===== config.mk =====
export PLATFORM = sky130hd
export DESIGN_NAME = mc6809_bus_timer_flat
export DESIGN_NICKNAME = d
export VERILOG_FILES = /design/src/rtl/mc6809_bus_timer_if.sv /design/src/rtl/mc6809_bus_timer.sv /design/src/flat_wrapper.sv
export SDC_FILE = /design/constraint.sdc
export NUM_CORES = 1
export LEC_CHECK = 0
export BUFFER_PORTS_ARGS = -buffer_cell sky130_fd_sc_hd__buf_2
export CORE_MARGIN = 2
export CORE_UTILIZATION = 50
export DETAILED_ROUTE_END_ITERATION = 6
export GPL_TIMING_DRIVEN = 0
export PLACE_DENSITY = 0.75
export SETUP_SLACK_MARGIN = 0.2
export SLEW_MARGIN = 40
export SYNTH_ARGS = -nofsm -noshare
export SYNTH_HDL_FRONTEND = slang
export SYNTH_SLANG_ARGS = --single-unit

===== constraint.sdc =====
create_clock -name CLK_ROOT -period 3 [get_ports CLK_ROOT]
set_input_delay 0.6 -clock CLK_ROOT [delete_from_list [all_inputs] [get_ports CLK_ROOT]]
set_output_delay 0.6 -clock CLK_ROOT [all_outputs]
set_load 0.1 [all_outputs]

===== src/rtl/mc6809_bus_timer_if.sv =====
// CPU-side bus bundle for the MC6809 bus timer: address/data/status from the
// CPU, read data and interrupt requests back to it.
interface mc6809_bus_timer_if;
  logic        CE_E_FALL;
  logic [15:0] ADDR;
  logic [7:0]  D;
  logic        RnW;
  logic        BS;
  logic        BA;
  logic [7:0]  DOut;
  logic        DOE;
  logic        nIRQ;
  logic        nFIRQ;

  modport master (
    output CE_E_FALL, ADDR, D, RnW, BS, BA,
    input  DOut, DOE, nIRQ, nFIRQ
  );

  modport slave (
    input  CE_E_FALL, ADDR, D, RnW, BS, BA,
    output DOut, DOE, nIRQ, nFIRQ
  );
endinterface


===== src/rtl/mc6809_bus_timer.sv =====
// 16-bit down-counting timer on a 4-byte MC6809 register window, ticking once
// per E cycle, with latched COUNT_LO reads and level IRQ/FIRQ requests.
module mc6809_bus_timer #(
  parameter logic [15:0] BASE_ADDR = 16'hFF40
) (
  input  logic               CLK_ROOT,
  input  logic               nRESET,
  mc6809_bus_timer_if.slave  bus
);

  logic [3:0]  ctrl_q, ctrl_d;
  logic        flag_q, flag_d;
  logic [15:0] count_q, count_d;
  logic [15:0] reload_q, reload_d;
  logic [7:0]  stg_q, stg_d;
  logic [7:0]  hold_q, hold_d;
  logic        hv_q, hv_d;
  logic        nirq_q, nirq_d;
  logic        nfirq_q, nfirq_d;

  logic        sel_s, wr_s, rd_s, tick_s, expire_s, en_clr_s;
  logic [1:0]  off_s;
  logic [7:0]  rdata_s;

  // Address/status decode; BA=1 or BS=1 are never CPU data cycles for us.
  always_comb begin
    sel_s  = (bus.ADDR[15:2] == BASE_ADDR[15:2]) && !bus.BA && !bus.BS;
    off_s  = bus.ADDR[1:0];
    wr_s   = bus.CE_E_FALL && sel_s && !bus.RnW;
    rd_s   = bus.CE_E_FALL && sel_s && bus.RnW;
    tick_s = bus.CE_E_FALL && ctrl_q[0];
  end

  // Counter, control and status next state.
  always_comb begin
    count_d  = count_q;
    reload_d = reload_q;
    expire_s = 1'b0;
    en_clr_s = 1'b0;
    if (wr_s && (off_s == 2'd3)) begin
      count_d  = {stg_q, bus.D};
      reload_d = {stg_q, bus.D};
    end else if (tick_s) begin
      if (count_q != 16'h0000) begin
        count_d = count_q - 16'd1;
      end else begin
        expire_s = 1'b1;
        if (ctrl_q[1]) begin
          count_d = reload_q;
        end else begin
          en_clr_s = 1'b1;
        end
      end
    end else begin
      count_d = count_q;
    end

    // A CTRL write overrides the one-shot EN clear; the tick above used old EN.
    ctrl_d = (wr_s && (off_s == 2'd0)) ? bus.D[3:0]
                                       : {ctrl_q[3:1], ctrl_q[0] & ~en_clr_s};
    flag_d = expire_s ? 1'b1
           : ((wr_s && (off_s == 2'd1) && bus.D[0]) ? 1'b0 : flag_q);
    stg_d  = (wr_s && (off_s == 2'd2)) ? bus.D : stg_q;

    hold_d = hold_q;
    hv_d   = hv_q;
    if (rd_s && (off_s == 2'd2)) begin
      hold_d = count_q[7:0];
      hv_d   = 1'b1;
    end else if (rd_s && (off_s == 2'd3)) begin
      hv_d   = 1'b0;
    end else begin
      hv_d   = hv_q;
    end

    nirq_d  = ~(flag_q & ctrl_q[2] & ~ctrl_q[3]);
    nfirq_d = ~(flag_q & ctrl_q[2] & ctrl_q[3]);
  end

  // Read data is combinational so it is valid well before E falls.
  always_comb begin
    case (off_s)
      2'd0:    rdata_s = {4'h0, ctrl_q};
      2'd1:    rdata_s = {7'h00, flag_q};
      2'd2:    rdata_s = count_q[15:8];
      2'd3:    rdata_s = hv_q ? hold_q : count_q[7:0];
      default: rdata_s = 8'h00;
    endcase
    bus.DOE  = sel_s && bus.RnW;
    bus.DOut = (sel_s && bus.RnW) ? rdata_s : 8'h00;
  end

  // State registers.
  always_ff @(posedge CLK_ROOT or negedge nRESET) begin
    if (!nRESET) begin
      ctrl_q   <= 4'h0;
      flag_q   <= 1'b0;
      count_q  <= 16'h0000;
      reload_q <= 16'h0000;
      stg_q    <= 8'h00;
      hold_q   <= 8'h00;
      hv_q     <= 1'b0;
      nirq_q   <= 1'b1;
      nfirq_q  <= 1'b1;
    end else begin
      ctrl_q   <= ctrl_d;
      flag_q   <= flag_d;
      count_q  <= count_d;
      reload_q <= reload_d;
      stg_q    <= stg_d;
      hold_q   <= hold_d;
      hv_q     <= hv_d;
      nirq_q   <= nirq_d;
      nfirq_q  <= nfirq_d;
    end
  end

  assign bus.nIRQ  = nirq_q;
  assign bus.nFIRQ = nfirq_q;

endmodule


===== src/flat_wrapper.sv =====
// flat-port wrapper written by rule: the top's interface ports become plain ports
module mc6809_bus_timer_flat 
#(
  parameter logic [15:0] BASE_ADDR = 16'hFF40
)
  (CLK_ROOT, nRESET, bus_CE_E_FALL, bus_ADDR, bus_D, bus_RnW, bus_BS, bus_BA, bus_DOut, bus_DOE, bus_nIRQ, bus_nFIRQ);
  mc6809_bus_timer_if bus_i ();
  input  logic CLK_ROOT;
  input  logic nRESET;
  input wire logic [$bits(bus_i.CE_E_FALL)-1:0] bus_CE_E_FALL;
  input wire logic [$bits(bus_i.ADDR)-1:0] bus_ADDR;
  input wire logic [$bits(bus_i.D)-1:0] bus_D;
  input wire logic [$bits(bus_i.RnW)-1:0] bus_RnW;
  input wire logic [$bits(bus_i.BS)-1:0] bus_BS;
  input wire logic [$bits(bus_i.BA)-1:0] bus_BA;
  output wire logic [$bits(bus_i.DOut)-1:0] bus_DOut;
  output wire logic [$bits(bus_i.DOE)-1:0] bus_DOE;
  output wire logic [$bits(bus_i.nIRQ)-1:0] bus_nIRQ;
  output wire logic [$bits(bus_i.nFIRQ)-1:0] bus_nFIRQ;
  assign bus_i.CE_E_FALL = bus_CE_E_FALL;
  assign bus_i.ADDR = bus_ADDR;
  assign bus_i.D = bus_D;
  assign bus_i.RnW = bus_RnW;
  assign bus_i.BS = bus_BS;
  assign bus_i.BA = bus_BA;
  assign bus_DOut = bus_i.DOut;
  assign bus_DOE = bus_i.DOE;
  assign bus_nIRQ = bus_i.nIRQ;
  assign bus_nFIRQ = bus_i.nFIRQ;
  mc6809_bus_timer #(.BASE_ADDR(BASE_ADDR)) u_core (.CLK_ROOT(CLK_ROOT), .nRESET(nRESET), .bus(bus_i));
endmodule

# --- Word-level counts from Yosys, hierarchy flattened ---
# Index checks and enable logic that the tools add are counted.
word_totals:
  word_cells: 66
  out_inout_bits: 11
  reg_bits: 56
op_classes:
  reduce_logical: 24
  n_eq_ne: 4
  n_addsub: 1
  muxes: 19
  bitwise: 8
op_table:
  columns: ["cell", "count"]
  rows:
  - ["2-to-1 mux 16 bit", 4]
  - ["case mux 8 bit (4 select lines)", 1]
  - ["2-to-1 mux 8 bit", 2]
  - ["nonzero test 16 bit", 1]
  - ["subtractor 16 x 1 -> 16 bit, second input constant", 1]
  - ["== test 14 bit, second input constant", 1]
  - ["logical AND 1 bit", 14]
  - ["2-to-1 mux 1 bit", 12]
  - ["nonzero test 2 bit", 3]
  - ["bitwise AND 1 bit", 4]
  - ["== test 2 bit, second input constant", 2]
  - ["NOT 1 bit", 4]
  - ["zero test 1 bit", 3]
  - ["nonzero test 3 bit", 1]
  - ["== test 2 x 1 -> 1 bit, second input constant", 1]
  - ["zero test 2 bit", 1]
  - ["AND reduction 2 bit", 1]

# --- Depth between registers and ports, before layout ---
# Gate-level depths: netlist (run 1).
depth:
  depth_word: 10
  mapped_depth: 8
  ltp_nobuf: 7

# --- Worst setup path before layout (run 1) ---
# Ideal clock, no wire load.
synth_path:
  path_kind: "input-to-output"
  start: "input port bus_ADDR[2]"
  end: "output port bus_DOut[4]"
  arrival_ns: 3.973
  slack_ns: -1.573
  path_stages: 4
  n_path_buf: 0
  t_required_ns: 2.400
  cell_sequence: "or4_1 > nor4_1 > nand3_1 > a211oi_1"
synth_via:
  elab_chain_cells: 5
synth_rtl:
  columns: ["element", "line", "source"]
  rows:
  - ["start, declared", "flat_wrapper.sv:11", "input wire logic [$bits(bus_i.ADDR)-1:0] bus_ADDR;"]
  - ["== test 14 bit", "mc6809_bus_timer.sv:27", "sel_s = (bus.ADDR[15:2] == BASE_ADDR[15:2]) && !bus.BA && !bus.BS;"]
  - ["logical AND 1 bit (2 in a row)", "mc6809_bus_timer.sv:27", null]
  - ["logical AND 1 bit", "mc6809_bus_timer.sv:90", "bus.DOut = (sel_s && bus.RnW) ? rdata_s : 8'h00;"]
  - ["2-to-1 mux 8 bit", "mc6809_bus_timer.sv:90", null]
  - ["end, declared", "flat_wrapper.sv:16", "output wire logic [$bits(bus_i.DOut)-1:0] bus_DOut;"]
# Every way passes these cells.

# --- Final worst setup path (run 1) ---
layout_path:
  start: "input port bus_ADDR[2]"
  end: "output port bus_DOut[7]"
# The elaborated chain is that of the path after synthesis.

==> impl_metrics.tcl, run 1 <==
set metrics [dict create \
    hold_path.class "in -> async" \
    synth.top_cell.area_share_pct 42.70 \
    core_area_sq_um 6026 \
    worst_pin_slew_ns 0.8763 \
    path_depth 6 \
    drcViolationCount 0 \
    cts_tree "yes" \
    wl_per_cell_microns 18.10 \
    r2r_end "u_core.count_q[11]" \
    gr-usage-all-layers_pct 24.73 \
    clock_latency_ns 0.32 \
    syn_avg_cell_area_sq_um 9.279 \
    cp_max_fo 6 \
    r2r_slack_ns 0.41 \
    synth-async-reset-ratio_pct 100.0 \
    worstSetupPathType "in -> out" \
    synth_edf_count 0 \
    cts.htree.levels 2 \
    min_period_ns 2.820 \
    via_per_inst 6.054 \
    firstDrtPassIters 5 \
    status "complete, no violations" \
    yosysWarnings 0 \
    fin_cells 466 \
    clock-sinks 56 \
    numPortBuffers 40 \
    synth.area.top_cells "dfrtp_1 43%, nand2_1 7.4%, mux2_2 6.8%, nor2_1 3.6%, mux2i_1 3.5%" \
    die_w_microns 83.55 \
    hpwl_microns 6057 \
    cts_buffers 5 \
    overflow 0 \
    drt_iter0_markers 259 \
    placedCellCount 456 \
    yosysUniqueCellTypes 55 \
    gr-usage-met2_pct 40.03 \
    slew_headroom_pct 41.58 \
    antenna_found_initial 0 \
    rsz0062_at_grt "yes" \
    cts_root_buffer "clkbuf_8" \
    hold_violations 0 \
    synth_top_area_cell "dfrtp_1" \
    period_share_pct 94.01 \
    dieHeight_microns 83.55 \
    netlist_area_sq_um 3164 \
    grt_pass1_vias 2665 \
    reg2reg_depth 8 \
    synth_seq_area_share_pct 44.37 \
    grt_pass1_wl_microns 13660 \
    power_density_nw_per_um2 333.9 \
    gp_congestion 0.9473 \
    synth-seq-cells 56 \
    filler_cell_count 540 \
    synthMuxAreaShare_pct 10.24 \
    crit_end "bus_DOut[7]" \
    synthSimpleGateAreaFrac_pct 23.33 \
    cp_slowest_cell "or4_4" \
    r2r-start "u_core.count_q[0]" \
    worstPathRequired_ns 2.40 \
    path_cells "buf_6, or4_4, nor4_4, nand3_4, a211oi_4, buf_12" \
    grt_max_degree 57 \
    yosys.area_share.adder_pct 0.7908 \
    synth_ff_type "dfrtp_1" \
    cts_max_path_buffers 2 \
    clkSlewWorstSetupHoldPaths_ns 0.10 \
    clock_skew_ns 0.007522 \
    ioPinCount 41 \
    timing.max_cap.violations 0 \
    ant_nets 0 \
    arrival_ns 2.22 \
    use_met3_pct 3.462 \
    critical_path_buf_inv_count 2 \
    report.final.setup_viol 0 \
    p_leak_uw 0.001771 \
    diodes 0 \
    power.total_uw 1262 \
    die_area_sq_um 6981 \
    synth_xor_area_share_pct 0.8304 \
    area_growth_pct 19.41 \
    final_nets 422 \
    peakVddDrop_v 0.0002837 \
    via_count 2821 \
    final_layout_size_suffix_gt1_share_pct 26.85 \
    setup-tns-final_ns 0 \
    crit_path_end_kind "output pin" \
    synth-compound-area-share_pct 16.25 \
    top_usage_layer "met2" \
    syn-num-nets 373 \
    fmax_ghz 0.3546 \
    slew_violations 0 \
    routed_wl_microns 8433 \
    crit_start "bus_ADDR[2]" \
    cpLargestDelayFamily "simple AND/OR/NAND/NOR gates" \
    rows 28 \
    worst_path_largest_cell_delay_ns 0.55 \
    grtUsageMet1_pct 35.22 \
    synth_top_family_by_area "simple AND/OR/NAND/NOR gates" \
    start_util_pct 52.51 \
    start_kind "primary input" \
    syn_inst 341 \
]
final cells by class:
class	count	area [sq um]	share of cell area [%]
Buffer	20	102.6	2.715
Clock buffer	7	86.33	2.285
Timing Repair Buffer	42	316.6	8.378
Tap cell	75	93.84	2.483
Inverter	8	30.03	0.7947
Clock inverter	1	7.507	0.1987
Sequential cell	56	1404	37.15
Multi-Input combinational cell	257	1738	45.99
power by group:
group | internal [uW] | switching (uW) | total, uW | leakage, uW
combinational | 22.7 | 44.8 | 67.5 | 0.000956
sequential | 754 | 0.0289 | 754 | 0.000771
clock | 188 | 251 | 440 | 0.0000445
cells in the final DEF, fill, tap and decap left out, drive strengths merged, types with 9 or more instances in the layout:
master	count
nand2	63
a211oi	9
clkbuf	17
o211ai	11
a21oi	18
mux2	19
o21ai	13
buf	52
nor3	9
dfrtp	54
nor2	31
mux2i	11
through the flow:
| stage | hold slack (ns) | worst slack (ns) | cell area, sq um | util (%) |
|---|---|---|---|---|
| after floorplan | 0.3044 | -0.07304 | 3266 | - |
| after global placement | 0.4484 | -0.005178 | 3560 | 59.07 |
| after detailed placement | 0.4572 | -0.02006 | 3562 | 59.12 |
| after CTS | 0.3622 | 0.1078 | 3716 | 61.67 |
| after global routing | 0.3864 | 0.1037 | 3779 | 62.71 |
| final | 0.3284 | 0.1798 | 3779 | 62.71 |
synthesized netlist by cell type, types with 3 or more instances:
master	number
a22oi_1	3
o21ai_0	13
inv_1	8
or3_1	4
o22a_1	3
nand4_1	4
o211ai_1	8
buf_2	7
nand3_1	4
mux2_2	19
xnor2_1	3
a211oi_1	9
a211o_1	4
o211ai_2	3
o31ai_1	3
mux2i_1	11
or4_1	4
dfrtp_1	54
a31oi_1	3
nor3b_1	3
clkbuf_1	9
a21oi_1	18
nand2_1	62
nor4_1	6
nor3_1	8
nor2_1	30
logic make-up after synthesis:
family / after synthesis
flip-flops: 56
adder cells (fa/ha/maj): 2
AND/OR/NAND/NOR: 147
AO/OA/AOI/OAI: 75
XOR/XNOR: 3
multiplexers: 30
buffers and inverters: 28
state kept, by name, indices dropped and copies added (netlist names):
signal            flops
u_core.bus.nFIRQ      1
u_core.bus.nIRQ       1
u_core.count_q       16
u_core.ctrl_q         4
u_core.flag_q         1
u_core.hold_q         8
u_core.hv_q           1
u_core.reload_q      16
u_core.stg_q          8
worst min path at each step:
stage | cells past startpoint | end | startpoint
detailed placement | 2 | u_core.reload_q[7] | u_core.reload_q[7]
global placement | 1 | u_core.bus.nFIRQ | u_core.ctrl_q[3]
finish | 1 | u_core.hv_q | nRESET
floorplan | 0 | u_core.count_q[0] | nRESET
global route | 1 | u_core.hv_q | nRESET
CTS | 1 | u_core.ctrl_q[3] | nRESET
what timing repair did:
action,4_1_cts,5_1_grt
setup buffers,0,2
pin swaps,2,0
resized for setup,18,11
setup endpoints to repair,9,13
hold buffers,0,0
worst reg2reg max path, cell delays in order, from the launching register on:
cell	delay, ns
dfrtp_1	0.48
inv_1	0.17
ha_1	0.20
or4b_1	0.54
nor3_1	0.33
a21o_1	0.28
buf_4	0.23
o21ai_0	0.11
o21ai_0	0.17
per-layer routing:
| layer | wire, microns | part of all wire [%] |
|---|---|---|
| met1 | 3789 | 45 |
| met2 | 4020 | 48 |
| met3 | 539 | 6.4 |
| met4 | 85 | 1.0 |
| met5 | 0 | 0 |
No activity file was read; power rests on OpenSTA's default activity.
==> inputs of run 2 (changes only) <==
--- a/config.mk
+++ b/config.mk
@@ -11,6 +11,7 @@
 export DETAILED_ROUTE_END_ITERATION = 6
 export GPL_TIMING_DRIVEN = 0
 export PLACE_DENSITY = 0.75
+export RECOVER_POWER = 50
 export SETUP_SLACK_MARGIN = 0.2
 export SLEW_MARGIN = 40
 export SYNTH_ARGS = -nofsm -noshare
==> run 2 against run 1 <==
Net effect:
- sequential share of layout area is essentially flat
- worst hold slack better by 0.15 ns
- flip-flop and latch count did not move
- final area down 0.13%
- total power down 0.15%
- maximum frequency is essentially flat
- worst setup slack gained 0.00080 ns
- routed wire length fell by 0.14%
- via count grew 1.6%
- clock power barely moved
- critical path type unchanged
- largest cell class unchanged
- highest routed layer unchanged
==> impl_metrics.tcl, run 2 (same netlist as run 1, synthesis figures left out) <==
set metrics [dict create \
    wl_per_cell_microns 18.07 \
    grt_pass1_vias 2665 \
    cts_buffers 5 \
    cpLargestDelayFamily "simple AND/OR/NAND/NOR gates" \
    worstHoldEndpoint "u_core.bus.nFIRQ" \
    gr-usage-all-layers_pct 24.73 \
    cts_tree "yes" \
    status "complete, no violations" \
    grt_max_degree 57 \
    timing.max_cap.violations 0 \
    cp_max_fo 6 \
    setup-tns-final_ns 0 \
    r2r-start "u_core.count_q[0]" \
    grt_pass1_wl_microns 13660 \
    cts.htree.levels 2 \
    hold_slack_ns 0.4755 \
    drt_iter0_markers 281 \
    fin_util_pct 62.62 \
    ctsHoldBuffers 0 \
    via_per_inst 6.148 \
    clock_latency_ns 0.32 \
    critical_path_buf_inv_count 2 \
    cp_slowest_cell "or4_4" \
    worst_path_largest_cell_delay_ns 0.55 \
    start_kind "primary input" \
    most-common-layout-cells "61 x nand2_1, 54 x dfrtp_1, 34 x buf_2" \
    rows 28 \
    numPortBuffers 40 \
    ioPinCount 41 \
    r2r_end "u_core.count_q[11]" \
    peakVddDrop_v 0.0002826 \
    dieHeight_microns 83.55 \
    r2r_slack_ns 0.41 \
    period_share_pct 93.98 \
    min_period_ns 2.819 \
    worstSetupPathType "in -> out" \
    reg2reg_depth 8 \
    hold_path.class "reg -> reg" \
    ant_nets 0 \
    hold_depth 1 \
    power_density_nw_per_um2 333.9 \
    routed_wl_microns 8421 \
    firstDrtPassIters 5 \
    fmax_ghz 0.3547 \
    crit_path_end_kind "output pin" \
    overflow 0 \
    final_layout_size_suffix_gt1_share_pct 26.34 \
    layout_commonest_cell "nand2_1" \
    clock_skew_ns 0.008861 \
    antenna_found_initial 0 \
    hpwl_microns 6057 \
    arrival_ns 2.22 \
    cts_root_buffer "clkbuf_8" \
    p_leak_uw 0.001768 \
    worst_pin_slew_ns 1.395 \
    final_nets 422 \
    die_area_sq_um 6981 \
    hold_path_startpoint "u_core.ctrl_q[3]" \
    start_util_pct 52.51 \
    drcViolationCount 0 \
    worstPathRequired_ns 2.40 \
    rsz0062_at_grt "yes" \
    clkSlewWorstSetupHoldPaths_ns 0.10 \
    via_count 2865 \
    diodes 0 \
    slew_headroom_pct 7.029 \
    hold_violations 0 \
    clock-sinks 56 \
    slew_violations 0 \
    area_growth_pct 19.26 \
    core_area_sq_um 6026 \
    path_cells "buf_6, or4_4, nor4_4, nand3_4, a211oi_4, buf_12" \
    die_w_microns 83.55 \
    reg_top3 "u_core.count_q x16, u_core.reload_q x16" \
    cts_max_path_buffers 2 \
    report.final.setup_viol 0 \
    gp_congestion 0.9473 \
]
==> run 2: cell count changes in the layout (fill, tap and decap cells not counted) <==
| cell | previous run | this run |
|---|---|---|
| buf_2 | 36 | 34 |
| clkbuf_2 | 0 | 1 |
| clkbuf_1 | 10 | 12 |
| buf_4 | 5 | 4 |
==> run 2: timing repair <==
| item | 4_1_cts | 5_1_grt |
|---|---|---|
| buffers inserted | 0 | 2 |
| pin swaps | 2 | 0 |
| resized for setup | 18 | 11 |
| endpoints found under the setup margin | 9 | 13 |
==> run 2: final cells by class <==
type | instances | area [sq um]
buffer | 20 | 102.6
clock buffer | 7 | 86.33
clock inverter | 1 | 7.507
fill | 543 | 2252
inverter | 8 | 30.03
multi-input combinational | 257 | 1738
sequential | 56 | 1404
tap | 75 | 93.84
timing repair buffer | 42 | 311.5
==> run 2: worst max path at each step <==
stage,from,endpoint,slack (ns),depth (start not counted)
after global routing,bus_ADDR[2],bus_DOut[7],0.10,6
after CTS,bus_ADDR[2],bus_DOut[4],0.11,6
after global placement,bus_ADDR[2],bus_DOut[4],-0.005,6
final,bus_ADDR[2],bus_DOut[7],0.18,6
after floorplan,bus_ADDR[2],bus_DOut[4],-0.07,4
after detailed placement,bus_ADDR[2],bus_DOut[4],-0.02,6
==> run 2: power breakdown <==
group / internal (uW) / switching (uW) / leakage, uW
Combinational: 22.3 / 44.8 / 0.000953
Sequential: 754 / 0.0289 / 0.000771
Clock: 188 / 250 / 0.0000445
Total: 965 / 295 / 0.00177
==> run 2: per-stage QoR <==
stage | area [sq um] | setup WS (ns) | power [uW] | std cells
final | 3774 | 0.1806 | 1260 | 466
after global placement | 3560 | -0.005178 | 835.0 | 456
after CTS | 3716 | 0.1078 | 1271 | 464
after floorplan | 3266 | -0.07304 | 792.6 | 341
after global routing | 3774 | 0.1037 | 1307 | 466
after detailed placement | 3562 | -0.02006 | 836.4 | 456
==> run 2: layer usage <==
metal	GRT usage [%]	up-vias	part of all wire, %
li1	-	1326	-
met1	35.22	1381	44
met2	40.03	139	47
met3	3.462	19	7.6
met4	6.305	0	2.0
met5	0	-	0
==> inputs of run 3 (changes only) <==
--- a/config.mk
+++ b/config.mk
@@ -8,9 +8,10 @@
 export BUFFER_PORTS_ARGS = -buffer_cell sky130_fd_sc_hd__buf_2
 export CORE_MARGIN = 2
 export CORE_UTILIZATION = 50
+export CTS_BUF_LIST = sky130_fd_sc_hd__clkbuf_16
 export DETAILED_ROUTE_END_ITERATION = 6
 export GPL_TIMING_DRIVEN = 0
-export PLACE_DENSITY = 0.75
+export PLACE_DENSITY = 0.71
 export RECOVER_POWER = 50
 export SETUP_SLACK_MARGIN = 0.2
 export SLEW_MARGIN = 40
==> run 3 against run 2 <==
Net effect:
- worst setup slack got worse by 0.034 ns
- flip-flop and latch count unchanged
- sequential share of layout area decreased by 1.2 points
- critical path depth unchanged
- die area unchanged
- utilization increased by 2.1 points
- global-route usage increased by 1.2 points
- final area increased by 3.3%
- non-clock buffer count increased by 1
- clock-buffer cell count decreased by 2
- routed wire length increased by 3.9%
- maximum frequency decreased by 1.2%
==> impl_metrics.tcl, run 3 (same netlist as run 1, synthesis figures left out) <==
set metrics [dict create \
    routed_wl_microns 8750 \
    peakVddDrop_v 0.0002824 \
    dieHeight_microns 83.55 \
    cts_tree "yes" \
    grtUsageMet1_pct 36.71 \
    cts.htree.levels 2 \
    cp_max_fo 5 \
    crit_path_end_kind "output pin" \
    gr-usage-met2_pct 41.72 \
    drt_iter0_markers 211 \
    hold_violations 0 \
    use_met3_pct 4.253 \
    grt_max_degree 57 \
    fin_cells 467 \
    cpLargestDelayFamily "simple AND/OR/NAND/NOR gates" \
    die_w_microns 83.55 \
    worst_path_largest_cell_delay_ns 0.55 \
    worstPathRequired_ns 2.40 \
    ioPinCount 41 \
    clock_skew_ns 0.005019 \
    top_usage_layer "met2" \
    rsz0062_at_grt "yes" \
    cts_root_buffer "clkbuf_16" \
    rows 28 \
    via_count 2829 \
    min_period_ns 2.853 \
    diodes 0 \
    reg_top3 "u_core.count_q x16, u_core.reload_q x16" \
    grt_pass1_vias 2798 \
    drcViolationCount 0 \
    cts_max_path_buffers 2 \
    p_leak_uw 0.001843 \
    cts_buffers 5 \
    setup-tns-final_ns 0 \
    hpwl_microns 6257 \
    clock-sinks 56 \
    power_density_nw_per_um2 423.6 \
    die_area_sq_um 6981 \
    start_util_pct 52.51 \
    firstDrtPassIters 4 \
    most-common-layout-cells "61 x nand2_1, 54 x dfrtp_1, 34 x buf_2" \
    antenna_found_initial 0 \
    worstSetupPathType "in -> out" \
    status "complete, no violations" \
    grt_pass1_wl_microns 14450 \
    slew_headroom_pct 5.762 \
    layout_commonest_cell "nand2_1" \
    crit_top_cell "buf_6" \
    numPortBuffers 40 \
    ant_nets 0 \
    worst_pin_slew_ns 1.414 \
    arrival_ns 2.25 \
    wl_per_cell_microns 18.74 \
    fmax_ghz 0.3505 \
    path_cells "buf_6, or4_4, nor4_4, nand3_4, a211oi_4, buf_6" \
    final_nets 423 \
    overflow 0 \
    clkSlewWorstSetupHoldPaths_ns 0.07 \
    core_area_sq_um 6026 \
    area_growth_pct 23.17 \
    final_layout_size_suffix_gt1_share_pct 26.79 \
    hold_path.class "reg -> reg" \
    hold_slack_ns 0.4714 \
    critical_path_buf_inv_count 2 \
    start_kind "primary input" \
    power.total_uw 1651 \
    placedCellCount 456 \
    gp_congestion 0.9209 \
    cp_slowest_cell "or4_4" \
    report.final.setup_viol 0 \
    via_per_inst 6.058 \
    timing.max_cap.violations 0 \
    period_share_pct 95.11 \
    gr-usage-all-layers_pct 25.94 \
    clock_latency_ns 0.29 \
    slew_violations 0 \
]
==> run 3: cell types whose count changed in the layout (fill, tap and decap cells not counted), moves of 2 or more <==
| cell | before | now |
|---|---|---|
| clkbuf_8 | 6 | 0 |
| clkbuf_16 | 0 | 5 |
| bufinv_16 | 0 | 3 |
| buf_12 | 5 | 3 |
| buf_4 | 4 | 6 |
==> run 3: worst reg2reg max path, delay by kind of cell (launching register included) <==
kind	cells	cell delay, ns
AOI/OAI and AO/OA	3	0.56
adders and majority gates	1	0.24
and+or+nand+nor	2	0.86
buffers and inverters	2	0.38
DFF	1	0.45
==> run 3: cell type report <==
type                       instances  area (sq um)
fill                             486          2128
sequential                        56          1404
tap                               75         93.84
clock inverter                     3         90.09
inverter                           8         30.03
buffer                            20         102.6
timing repair buffer              43         305.3
multi-input combinational        257          1747
clock buffer                       5         125.1
==> run 3: path summary, 6_finish.rpt <==
check / startpoint / endpoint / slack, ns / depth (start not counted)
max: bus_ADDR[2] / bus_DOut[4] / 0.15 / 6
min: u_core.reload_q[15] / u_core.reload_q[15] / 0.47 / 2
max reg2reg: u_core.count_q[0] / u_core.count_q[9] / 0.42 / 8
min reg2reg: u_core.reload_q[15] / u_core.reload_q[15] / 0.47 / 2
max in group asynchronous: nRESET / u_core.reload_q[0] / 1.52 / 1
min in group asynchronous: nRESET / u_core.hold_q[2] / 0.61 / 1
==> run 3: timing repair <==
item                       in CTS  in global routing
hold buffers                    0                  0
setup endpoints to repair      10                  9
gates resized for setup        21                  6
gates cloned                    0                  0
buffers inserted                1                  2
pin swaps                       1                  0
==> run 3: metrics by stage <==
step	instance area, sq um	util (%)	setup slack, ns
after floorplan	3266	-	-0.07304
after global routing	3897	64.68	0.09417
after detailed placement	3562	59.12	-0.05435
final	3897	64.68	0.1466
after CTS	3856	64.00	0.1195
after global placement	3560	59.07	-0.0009992
==> run 3: where the power goes <==
part | internal, uW | switching [uW] | total, uW
sequential | 755 | 0.0280 | 755
clock | 563 | 266 | 828
combinational | 22.3 | 46.0 | 68.3
==> run 3: routing by layer <==
metal,share of wire (%),vias up
li1,-,1329
met1,43,1377
met2,49,108
met3,7.1,15
met4,1.5,0
met5,0,-
